--- config.mk ---
export PLATFORM = sky130hd
export DESIGN_NAME = imem_loader
export DESIGN_NICKNAME = d
export VERILOG_FILES = /design/src/rtl/imem_loader.sv
export SDC_FILE = /design/constraint.sdc
export NUM_CORES = 1
export LEC_CHECK = 0
export ABC_AREA = 1
export CAP_MARGIN = 20
export CORE_MARGIN = 2
export CORE_UTILIZATION = 59
export DETAILED_ROUTE_END_ITERATION = 6
export DONT_BUFFER_PORTS = 1
export GPL_ROUTABILITY_DRIVEN = 1
export PLACE_DENSITY = 0.75
export SLEW_MARGIN = 0
export SYNTH_ARGS = -nofsm -noshare
export SYNTH_HDL_FRONTEND = slang
export SYNTH_SLANG_ARGS = --single-unit
--- constraint.sdc ---
create_clock -name clk -period 2.5 [get_ports clk]
set_clock_uncertainty 0.2 [all_clocks]
set_input_delay 0.25 -clock clk [delete_from_list [all_inputs] [get_ports clk]]
set_output_delay 0.25 -clock clk [all_outputs]
set_load 0.03 [all_outputs]
--- src/rtl/imem_loader.sv ---
// imem_loader: run-time loader that assembles a host byte stream into 32-bit
// instruction words and writes them to instruction memory from word 0 upward,
// holding the CPU in reset until the image is complete.
//   clk, reset (async, active-low)
//   start, len_words, abort          : load control
//   in_valid, in_byte, in_ready      : host byte stream, MSB of each word first
//   im_we, im_addr, im_wdata         : instruction memory write port
//   busy, done, err, cpu_hold        : status
//   checksum                         : XOR of the words written by this load
module imem_loader #(
    parameter int DEPTH = 1024,
    parameter int AW    = 10
) (
    input  logic          clk,
    input  logic          reset,
    input  logic          start,
    input  logic [AW:0]   len_words,
    input  logic          abort,
    input  logic          in_valid,
    input  logic [7:0]    in_byte,
    output logic          in_ready,
    output logic          im_we,
    output logic [AW-1:0] im_addr,
    output logic [31:0]   im_wdata,
    output logic          busy,
    output logic          done,
    output logic          err,
    output logic          cpu_hold,
    output logic [31:0]   checksum
);
    typedef enum logic [1:0] {IDLE, RECV, WRITE, DONE} state_t;
    state_t      state, state_nx;
    logic [AW:0] len;
    logic [1:0]  bcnt;
    logic        go, bad, last, take;
    assign in_ready = state == RECV;
    assign busy     = state == RECV || state == WRITE;
    assign done     = state == DONE;
    assign cpu_hold = state != DONE;
    // abort in the WRITE cycle suppresses the write
    assign im_we    = state == WRITE && !abort;
    always_comb begin
        go       = start && !abort && (state == IDLE || state == DONE);
        bad      = len_words == '0 || len_words > (AW+1)'(DEPTH);
        last     = {1'b0, im_addr} == len - 1'b1;
        take     = state == RECV && in_valid;
        state_nx = state;
        if (go && !bad)
            state_nx = RECV;
        else if (abort && busy)
            state_nx = IDLE;
        else if (take && bcnt == 2'd3)
            state_nx = WRITE;
        else if (state == WRITE)
            state_nx = last ? DONE : RECV;
    end
    always_ff @(posedge clk or negedge reset) begin
        if (!reset) begin
            state    <= IDLE;
            len      <= '0;
            bcnt     <= '0;
            im_addr  <= '0;
            im_wdata <= '0;
            err      <= 1'b0;
            checksum <= '0;
        end else begin
            state <= state_nx;
            if (go && bad)
                err <= 1'b1;
            if (go && !bad) begin
                len      <= len_words;
                bcnt     <= '0;
                im_addr  <= '0;
                err      <= 1'b0;
                checksum <= '0;
            end
            if (take) begin
                im_wdata <= {im_wdata[23:0], in_byte};
                bcnt     <= bcnt + 2'd1;
            end
            if (im_we) begin
                checksum <= checksum ^ im_wdata;
                if (!last)
                    im_addr <= im_addr + 1'b1;
            end
        end
    end
endmodule
Yosys cells after proc, flatten, opt, wreduce, memory -nomap -nowiden
Index checks and enable logic that the tools add are counted.

Bits in registers: 90. Word-level logic and storage cells: 51.

Multiplexer cells: 14. Bitwise operators: 1. Eq/ne operators: 6. Magnitude comparators: 1. Reduce and logical (&&, ||, !) cells: 19. Add/sub/neg operators: 3.

Operator list (count): two-way mux 32 bit (2); XOR 32 bit (1); two-way mux 10 bit (3); two-way mux 2 bit (7); equality test 10 x 11 -> 1 bit (1); greater-than comparator 11 bit (second input constant) (1); zero test 11 bit (1); subtractor 11 x 1 -> 11 bit (second input constant) (1); adder 10 x 1 -> 10 bit (second input constant) (1); logical AND 1 bit (8); equality test 2 bit (second input constant) (3); nonzero test 2 bit (3); nonzero test 4 bit (1); logical OR 1 bit (3); adder 2 x 1 -> 2 bit (second input constant) (1); equality test 2 x 1 -> 1 bit (second input constant) (1); zero test 1 bit (2); zero test 2 bit (1); two-way mux 1 bit (2); != test 2 bit (second input constant) (1).

Longest topological paths before layout
Gate-level depths: netlist of run 1.

Word-level depth: 7. Depth in mapped cells: 15. Mapped depth without buffers: 15.

Least setup slack after synthesis of run 1
No wires, ideal clock.

Path type: flip-flop to flip-flop. Start: register len[0]. End: register im_addr[6]. Cell stages (with the launch flop): 16. Arrival: 1.584 ns. Library setup time: 0.117 ns. Required time: 2.183 ns. Setup slack: 0.600 ns. Path buffers: 1. Cell sequence: dfrtp_1 -> inv_1 -> ha_1 -> inv_1 -> nand2_1 -> nand2_1 -> nand2_1 -> nor2_1 -> nand2_1 -> nor2_1 -> nand2_1 -> nor2_1 -> nand2_2 -> buf_6 -> nand3_1 -> nand2_1.

Cells in the longest elaborated chain, start to end: 4.

RTL lines: start: declaration (RTL line 33) `logic [AW:0] len;`; start signal: assignment (RTL line 71) `len <= len_words;`; subtractor 11 x 1 -> 11 bit (RTL line 45) `last = {1'b0, im_addr} == len - 1'b1;`; equality test 10 x 11 -> 1 bit (RTL line 45); two-way mux 10 bit (RTL line 83) `if (!last)`; two-way mux 10 bit (RTL line 81) `if (im_we) begin`; end signal: assignment (RTL line 84) `im_addr <= im_addr + 1'b1;`; end: declaration (RTL line 23) `output logic [AW-1:0] im_addr,`.

No other way between the ends. A chain may end at the register's enable or synchronous reset.

Worst setup path in the final report of run 1
Start: register len[0]. End: register im_addr[8].

The elaborated chain is that of the path after synthesis.

==> metrics.csv, run 1 <==
metric,value,unit
syn_to_final_growth,12.4,%
yosysSeqAreaShare,0.491,
vdd_drop_max,0.595,mV
synth_warnings,0,
cts-root-buf,clkbuf_8,
io_pins,104,
max_freq,450,MHz
clock_sink_count,90,
io_buffers,0,
path_delay_family,simple AND/OR/NAND/NOR gates,
insertion_delay,360,ps
synth_simple_gate_area_frac,0.274,
p_leak,3.15,nW
p_clk_frac,0.156,
cts_max_level,3,
dr_total_vias,3694,
ant_nets,0,
dr.pass1.iters,4,
synth_area,0.00459,mm2
synth_xor_area_frac,0.0821,
finalSetupViolations,0,
synth_compound_area_frac,0.0246,
synth.mux.area_fraction,0,
crit_path_end_kind,flop,
drive_above_1_share,0.0659,
critical_path_arrival,2310,ps
cts_tree,built,
drt_iter0_markers,186,
worstSetupPathType,reg -> reg,
hold_viol,90,
violations,negative hold slack,
synth_cells,602,
required,2590,ps
num_rows,32,
n_antenna_cell,0,
synth_top_family_by_area,simple AND/OR/NAND/NOR gates,
drc_errors,0,
post-route-util,0.674,
synthTopCellsByArea,"dfrtp_1, nand2_1, inv_1, xor2_1, nand3_1",
post_drt_wl_per_cell,13.9,um
synth.most_common_cell,nand2_1,
hold_buffers,22,
clk_pin_slew,100,ps
gr-usage-all-layers,0.258,
power_frac_comb,0.281,
antenna_found_initial,0,
synth_nets,632,
switchingPower,3.16,mW
synth_top_cell_by_area,dfrtp_1,
cts_setup_buffers,0,
worst_path_most_repeated_cell,nand2_1,
cp-start-kind,flop,
powerDensity,1210,mW/mm2
fin_crit_sh,0.889,
cap_violations,0,
tightest_slew,468,ps
grt_pass1_vias,3760,
grt_setup_unrepaired,false,
globalplace.congestion,0.895,
setup_tns,0,ps
timing.rr.end,im_addr[8],
min_period,2220,ps
hold_ws,-629,ps
fillCellCount,636,
ys_top_cells_by_count,"nand2_1, inv_1, dfrtp_1, xor2_1, nor2_1",
slew-limit-headroom,0.688,
critPathSlowestCell,dfrtp_1,
async_reset_ff_frac,1.00,
ys_ff_latch,90,
fp.dieArea,0.00849,mm2
regToRegSetupSlack,280,ps
synth_ff_type,dfrtp_1,
finalPower,6.23,mW
timing.rr.start,len[0],
routed_wl,10300,um
syn-mean-instance-area,7.62,um2
grt-ovfl-total,0,
dp_hpwl,6830,um
synth-edff-count,0,
initial_core_util,0.600,
reg2reg_depth,15,
p_seq_frac,0.563,
clk_path_buf_depth,2,
die_height,92.2,um
synthAdderAreaFrac,0.0164,
finalNetCount,662,
core_area,0.00765,mm2
grt_max_degree,91,
cp_cell_sequence,"inv_1, ha_1, inv_1, nand2_1, nand2_1, nand2_1, nor2_1, nand2_1, nor2_1, nand2_1, nor2_1, nand2_4, nand2_4, nand2_1, nand2_1",
status,finished with violations,
slew_violations,0,
viasPerCell,5.00,
grt_pass1_wl,17400,um
yosysUniqueCellTypes,26,
switching_share,0.507,
die_x,92.2,um
path_buf_inv,2,
critPathMaxFanout,12,
p_int,3.07,mW
worstHoldPathType,in -> async,
crit_path_max_incr_delay,410,ps
cts_buffers,9,
synth_top_area_frac,0.491,
==> cells in the final DEF, fill, tap and decap left out <==
cell type / count
a21oi_4: 1
buf_4: 14
clkbuf_8: 10
clkinv_1: 1
clkinv_4: 1
clkinv_8: 1
clkinvlp_4: 1
dfrtp_1: 90
dlygate4sd3_1: 22
ha_1: 6
inv_1: 109
inv_2: 1
inv_6: 3
nand2_1: 250
nand2_2: 1
nand2_4: 2
nand3_1: 25
nand3_2: 2
nand3b_1: 2
nand4_1: 1
nor2_1: 28
nor2_2: 3
nor2_4: 1
nor3_1: 1
o211ai_1: 1
o21ai_0: 15
o21ai_1: 1
o21ai_2: 1
xnor2_1: 1
xor2_1: 42
==> how the worst max path moves through the flow <==
stage                     startpoint  cells past startpoint         end
after floorplan               len[0]                     15  im_addr[6]
after global placement        len[0]                     15  im_addr[3]
after detailed placement      len[0]                     15  im_addr[8]
after CTS                     len[0]                     15  im_addr[8]
after global routing          len[0]                     15  im_addr[7]
final                         len[0]                     15  im_addr[8]
==> timing repair <==
action	CTS	global route
resized for setup	0	2
endpoints found under the setup margin	0	10
endpoints found under the hold margin	118	90
==> flip-flops by register name (all words and copies together) (netlist names) <==
register  flops
bcnt          2
im_wdata     32
err           1
state         2
checksum     32
im_addr      10
len          11
==> worst reg2reg max path, delay by kind of cell, from the launching register on <==
kind,cells,cell delay [ps]
buf+inv,2,210
flops,1,410
simple gates,12,1080
fa+ha+maj,1,260
==> power by group through the flow <==
stage          logic (mW)  registers, mW  clock network [mW]
6_report             1.75           3.51               0.973
5_1_grt              2.04           3.59                1.06
4_1_cts              1.73           3.51               0.995
3_5_place_dp         1.69           3.54                   0
3_3_place_gp         1.61           3.51                   0
2_1_floorplan        1.40           3.34                   0
==> area by class of cell <==
cell class,count,area [um2],share of cell area
clock buffer,10,138,0.0267
clock inverter,6,58.8,0.0114
inverter,111,417,0.0808
multi-input combinational,384,1840,0.356
sequential,90,2250,0.437
tap,102,128,0.0248
timing repair buffer,36,325,0.0631
==> cell families (layout without fill, tap and decap cells) <==
family	after synthesis	after routing
AOI/OAI and AO/OA	19	19
xor gates and xnor gates	43	43
adders and majority gates	6	6
buffers and inverters	128	163
DFF	90	90
and+or+nand+nor	316	316
==> routing by layer <==
layer	up-vias	wire length [um]	track usage
li1	1817	-	-
met1	1744	4360	0.321
met2	117	5030	0.435
met3	16	694	0.0608
met4	0	182	0.101
met5	-	0	0
==> per-stage QoR <==
stage	instances	cell area (um2)	setup slack [ps]
2_1_floorplan	602	4590	600
3_3_place_gp	701	4730	348
3_5_place_dp	701	4730	222
4_1_cts	739	5150	195
5_1_grt	739	5160	46.2
6_report	739	5160	277
(Power assumes the default switching activity.)
==> inputs of run 2 (changes only) <==
--- a/config.mk
+++ b/config.mk
@@ -8,11 +8,11 @@
 export ABC_AREA = 1
 export CAP_MARGIN = 20
 export CORE_MARGIN = 2
-export CORE_UTILIZATION = 59
+export CORE_UTILIZATION = 63
 export DETAILED_ROUTE_END_ITERATION = 6
 export DONT_BUFFER_PORTS = 1
 export GPL_ROUTABILITY_DRIVEN = 1
-export PLACE_DENSITY = 0.75
+export PLACE_DENSITY = 0.79
 export SLEW_MARGIN = 0
 export SYNTH_ARGS = -nofsm -noshare
 export SYNTH_HDL_FRONTEND = slang
==> metrics.csv, run 2 (synthesized netlist as in run 1, its figures left out) <==
metric,value,unit
clk_pin_slew,100,ps
cts_max_level,3,
largest_registers,"checksum (32), im_wdata (32), len (11)",
finalNetCount,661,
timing.rr.start,len[0],
setup_ws,246,ps
io_buffers,0,
clock_sink_count,90,
gr-usage-all-layers,0.266,
antenna_found_initial,0,
crit_path_end_kind,primary output,
fin_crit_sh,0.902,
cts_buffers,9,
startpoint,state[0],
path_delay_family,buffers and inverters,
dr.pass1.iters,4,
p_leak,3.18,nW
grt_pass1_wl,16300,um
clk_path_buf_depth,2,
slew_violations,0,
core_area,0.00714,mm2
violations,negative hold slack,
timing.rr.end,im_addr[8],
worstSetupPathType,reg -> out,
path_buf_inv,4,
cp-start-kind,flop,
grt_pass1_vias,3488,
final_cell_mix,"nand2_1, inv_1, dfrtp_1",
cts_tree,built,
die_x,89.3,um
worstHoldPathType,in -> async,
syn_to_final_growth,13.6,%
hold_ws,-621,ps
status,finished with violations,
n_antenna_cell,0,
drc_errors,0,
hold_buffers,21,
grt-ovfl-total,0,
io_pins,104,
fp.dieArea,0.00798,mm2
drt_iter0_markers,249,
grt_max_degree,91,
final_common_cell,nand2_1,
tightest_slew,456,ps
required,2050,ps
max_freq,444,MHz
initial_core_util,0.643,
critPathSlowestCell,dfrtp_1,
pre_cts_ws,263,ps
die_height,89.3,um
crit_cells,6,
vdd_drop_max,0.810,mV
regToRegSetupSlack,250,ps
slew-limit-headroom,0.696,
viasPerCell,4.99,
insertion_delay,360,ps
post_drt_wl_per_cell,13.8,um
hold_viol,90,
area.sequential,0.00225,mm2
powerDensity,1250,mW/mm2
grt_setup_unrepaired,false,
cap_violations,0,
critPathMaxFanout,9,
num_rows,31,
critical_path_arrival,1800,ps
cts-root-buf,clkbuf_8,
cp_cell_sequence,"inv_1, ha_1, inv_1, nor2_4, buf_4, buf_4",
ant_nets,0,
dr_total_vias,3664,
cts_setup_buffers,0,
multiInputGateArea,0.00183,mm2
fillCellCount,570,
setup_tns,0,ps
crit_end,im_we,
drive_above_1_share,0.0660,
dp_hpwl,6710,um
routed_wl,10100,um
reg2reg_depth,12,
finalSetupViolations,0,
min_period,2250,ps
crit_path_max_incr_delay,420,ps
globalplace.congestion,0.926,
## run 2: cell types whose count changed in the layout (fill, tap and decap cells not counted)
cell           previous run  this run
buf_12                    0         1
buf_4                    14        13
bufinv_16                 0         3
clkinv_4                  1         0
clkinv_8                  1         0
clkinvlp_4                1         0
dlygate4sd3_1            22        21
inv_6                     3         2
inv_8                     0         1
nand2_2                   1         2
nand2_4                   2         1
## run 2: worst min-delay path by stage
stage                         to  slack, ps  cells past startpoint
finish              checksum[26]       -620                      0
global route        checksum[27]       -650                      0
CTS                 checksum[26]       -640                      0
detailed placement        len[3]       -240                      0
global placement          len[3]       -240                      0
floorplan                bcnt[0]       -250                      0
## run 2: layer usage
| layer | global-route usage | wire length (um) | vias up |
|---|---|---|---|
| li1 | - | - | 1813 |
| met1 | 0.349 | 4310 | 1700 |
| met2 | 0.431 | 4950 | 127 |
| met3 | 0.0609 | 626 | 24 |
| met4 | 0.104 | 224 | 0 |
| met5 | 0 | 0 | - |
## run 2: worst reg2reg max path, delay by kind of cell, from the launching register on
family	cells	cell delay (ps)
simple gates	10	1230
fa+ha+maj	1	230
buf+inv	1	140
flops	1	400
## run 2: power by group
| part | total [mW] | switching (mW) | internal (mW) |
|---|---|---|---|
| Clock | 1.25 | 0.546 | 0.706 |
| Sequential | 3.51 | 1.51 | 1.99 |
| Combinational | 1.74 | 1.07 | 0.668 |
| Total | 6.49 | 3.13 | 3.37 |
## run 2: per-stage QoR
step	cells	hold slack, ps	area (um2)	power (mW)	utilization
6_report	735	-621	5210	6.49	0.730
5_1_grt	735	-648	5210	6.95	0.730
4_1_cts	735	-636	5200	6.50	0.729
3_5_place_dp	698	-244	4740	5.22	0.664
3_3_place_gp	698	-244	4740	5.13	0.664
2_1_floorplan	602	-246	4590	4.73	-
## run 2: repair_timing
item / in CTS / in global routing
endpoints found under the setup margin: 0 / 4
resized for setup: 0 / 1
endpoints found under the hold margin: 115 / 90
## run 2: layout make-up
cell class	instances	area share
well taps	99	0.0238
clock buffers	10	0.0264
clock inverters	6	0.0228
inverters	111	0.0800
multi-input cells	384	0.352
flip-flops and latches	90	0.432
repair buffers	35	0.0629
==> inputs of run 3 (changes only) <==
--- a/config.mk
+++ b/config.mk
@@ -8,11 +8,11 @@
 export ABC_AREA = 1
 export CAP_MARGIN = 20
 export CORE_MARGIN = 2
-export CORE_UTILIZATION = 63
+export CORE_UTILIZATION = 57
 export DETAILED_ROUTE_END_ITERATION = 6
 export DONT_BUFFER_PORTS = 1
 export GPL_ROUTABILITY_DRIVEN = 1
-export PLACE_DENSITY = 0.79
+export PLACE_DENSITY = 0.75
 export SLEW_MARGIN = 0
 export SYNTH_ARGS = -nofsm -noshare
 export SYNTH_HDL_FRONTEND = slang
==> constraint.sdc (replaced) <==
create_clock -name clk -period 1.8 [get_ports clk]
set_clock_uncertainty 0.2 [all_clocks]
set_input_delay 0.18 -clock clk [delete_from_list [all_inputs] [get_ports clk]]
set_output_delay 0.18 -clock clk [all_outputs]
set_load 0.03 [all_outputs]
==> metrics.csv, run 3 (synthesized netlist as in run 1, its figures left out) <==
metric,value,unit
gr-usage-all-layers,0.274,
slew-limit-headroom,0.686,
fin_crit_sh,1.08,
clk_pin_slew,100,ps
viasPerCell,5.06,
globalplace.congestion,0.877,
setup_ws,-150,ps
timing.rr.start,len[1],
fp.dieArea,0.00878,mm2
clk_path_buf_depth,2,
io_buffers,0,
setup_tns,-1560,ps
drive_above_1_share,0.210,
hold_ws,-694,ps
critPathMaxFanout,4,
drc_errors,0,
max_freq,513,MHz
n_antenna_cell,0,
design_area,0.00589,mm2
worstHoldPathType,in -> async,
fillCellCount,540,
cts_buffers,9,
grt_setup_unrepaired,true,
required,1860,ps
die_x,93.7,um
violations,"negative hold slack, negative setup slack",
p_leak,3.56,nW
regToRegSetupSlack,-150,ps
die_height,93.7,um
io_pins,104,
cts-root-buf,clkbuf_8,
powerDensity,1640,mW/mm2
final_common_cell,nand2_1,
cp-start-kind,flop,
antenna_found_initial,0,
status,finished with violations,
largest_registers,"checksum (32), im_wdata (32), len (11)",
min_period,1950,ps
cts_tree,built,
vdd_drop_max,0.978,mV
crit_path_end_kind,flop,
final_cell_mix,"nand2_1, inv_1, dfrtp_1",
post_drt_wl_per_cell,15.9,um
finalSetupViolations,12,
grt_pass1_wl,18800,um
slew_violations,0,
finalPower,9.62,mW
hold_viol,90,
cts_max_level,3,
crit_end,im_addr[0],
clock_sink_count,90,
finalNetCount,699,
worstSetupPathType,reg -> reg,
core_area,0.00777,mm2
num_rows,32,
drt_iter0_markers,233,
cap_violations,0,
tightest_slew,471,ps
startpoint,len[1],
routed_wl,12300,um
grt_max_degree,91,
critical_path_arrival,2010,ps
dr.pass1.iters,4,
insertion_delay,360,ps
timing.rr.end,im_addr[0],
ant_nets,0,
dp.cells,725,
reg2reg_depth,12,
dp_hpwl,7060,um
hold_buffers,20,
initial_core_util,0.590,
dr_total_vias,3919,
grt-ovfl-total,0,
final_cells,775,
syn_to_final_growth,28.3,%
grt_pass1_vias,3919,
postPlaceCellArea,0.00495,mm2
[run 3: cell count changes in the layout (fill, tap and decap cells not counted), sizes merged]
cell / before / now
clkinvlp: 0 / 2
bufinv: 3 / 1
inv: 113 / 111
dlygate4sd3: 21 / 20
buf: 14 / 50
clkinv: 1 / 2
clkbuf: 10 / 13
[run 3: per-layer routing]
metal,GRT usage,part of all wire,up-vias
met1,0.348,0.39,1863
met2,0.453,0.52,134
met5,0,0,-
li1,-,-,1897
met3,0.0642,0.070,25
met4,0.112,0.024,0
[run 3: final cells by class]
cell class,count,area [um2],area share
flip-flops and latches,90,2250,0.383
multi-input cells,384,2090,0.356
repair buffers,73,796,0.135
inverters,111,425,0.0723
clock buffers,10,128,0.0217
well taps,102,128,0.0217
clock inverters,5,63.8,0.0108
[run 3: per-stage QoR]
| step | setup slack, ps | utilization |
|---|---|---|
| after global routing | -290 | 0.758 |
| after floorplan | -57.1 | - |
| after CTS | -170 | 0.717 |
| final | -150 | 0.758 |
| after global placement | -113 | 0.638 |
| after detailed placement | -171 | 0.638 |
[run 3: how the worst min path moves through the flow]
stage	startpoint	endpoint	slack [ps]	depth (start not counted)
after floorplan	reset	bcnt[0]	-320	0
after global placement	reset	checksum[0]	-310	0
after detailed placement	reset	checksum[0]	-310	0
after CTS	reset	state[1]	-710	0
after global routing	reset	checksum[5]	-720	0
final	reset	im_addr[8]	-690	0
[run 3: worst max-delay path, stage by stage (launching register included)]
cell     delay (ps)
dfrtp_1         400
buf_4           140
nor2_1          110
nand2_1          90
o21ai_1         210
nand2_1         100
nand2_1          80
nand2_1          60
nor2_2          120
nand2_4          90
buf_6           140
nand3_2          50
nand2_1          50
[run 3: timing repair]
item | in CTS | in global routing
resized for setup | 36 | 70
buffers inserted | 6 | 5
pin swaps | 10 | 23
cloned | 2 | 4
setup endpoints to repair | 33 | 63
hold endpoints to repair | 143 | 90
[run 3: where the power goes]
part	internal, mW	leakage, nW	switching (mW)
sequential	2.77	1.18	2.00
clock	0.645	0.0929	0.742
combinational	1.44	2.29	2.03
total	4.85	3.56	4.77
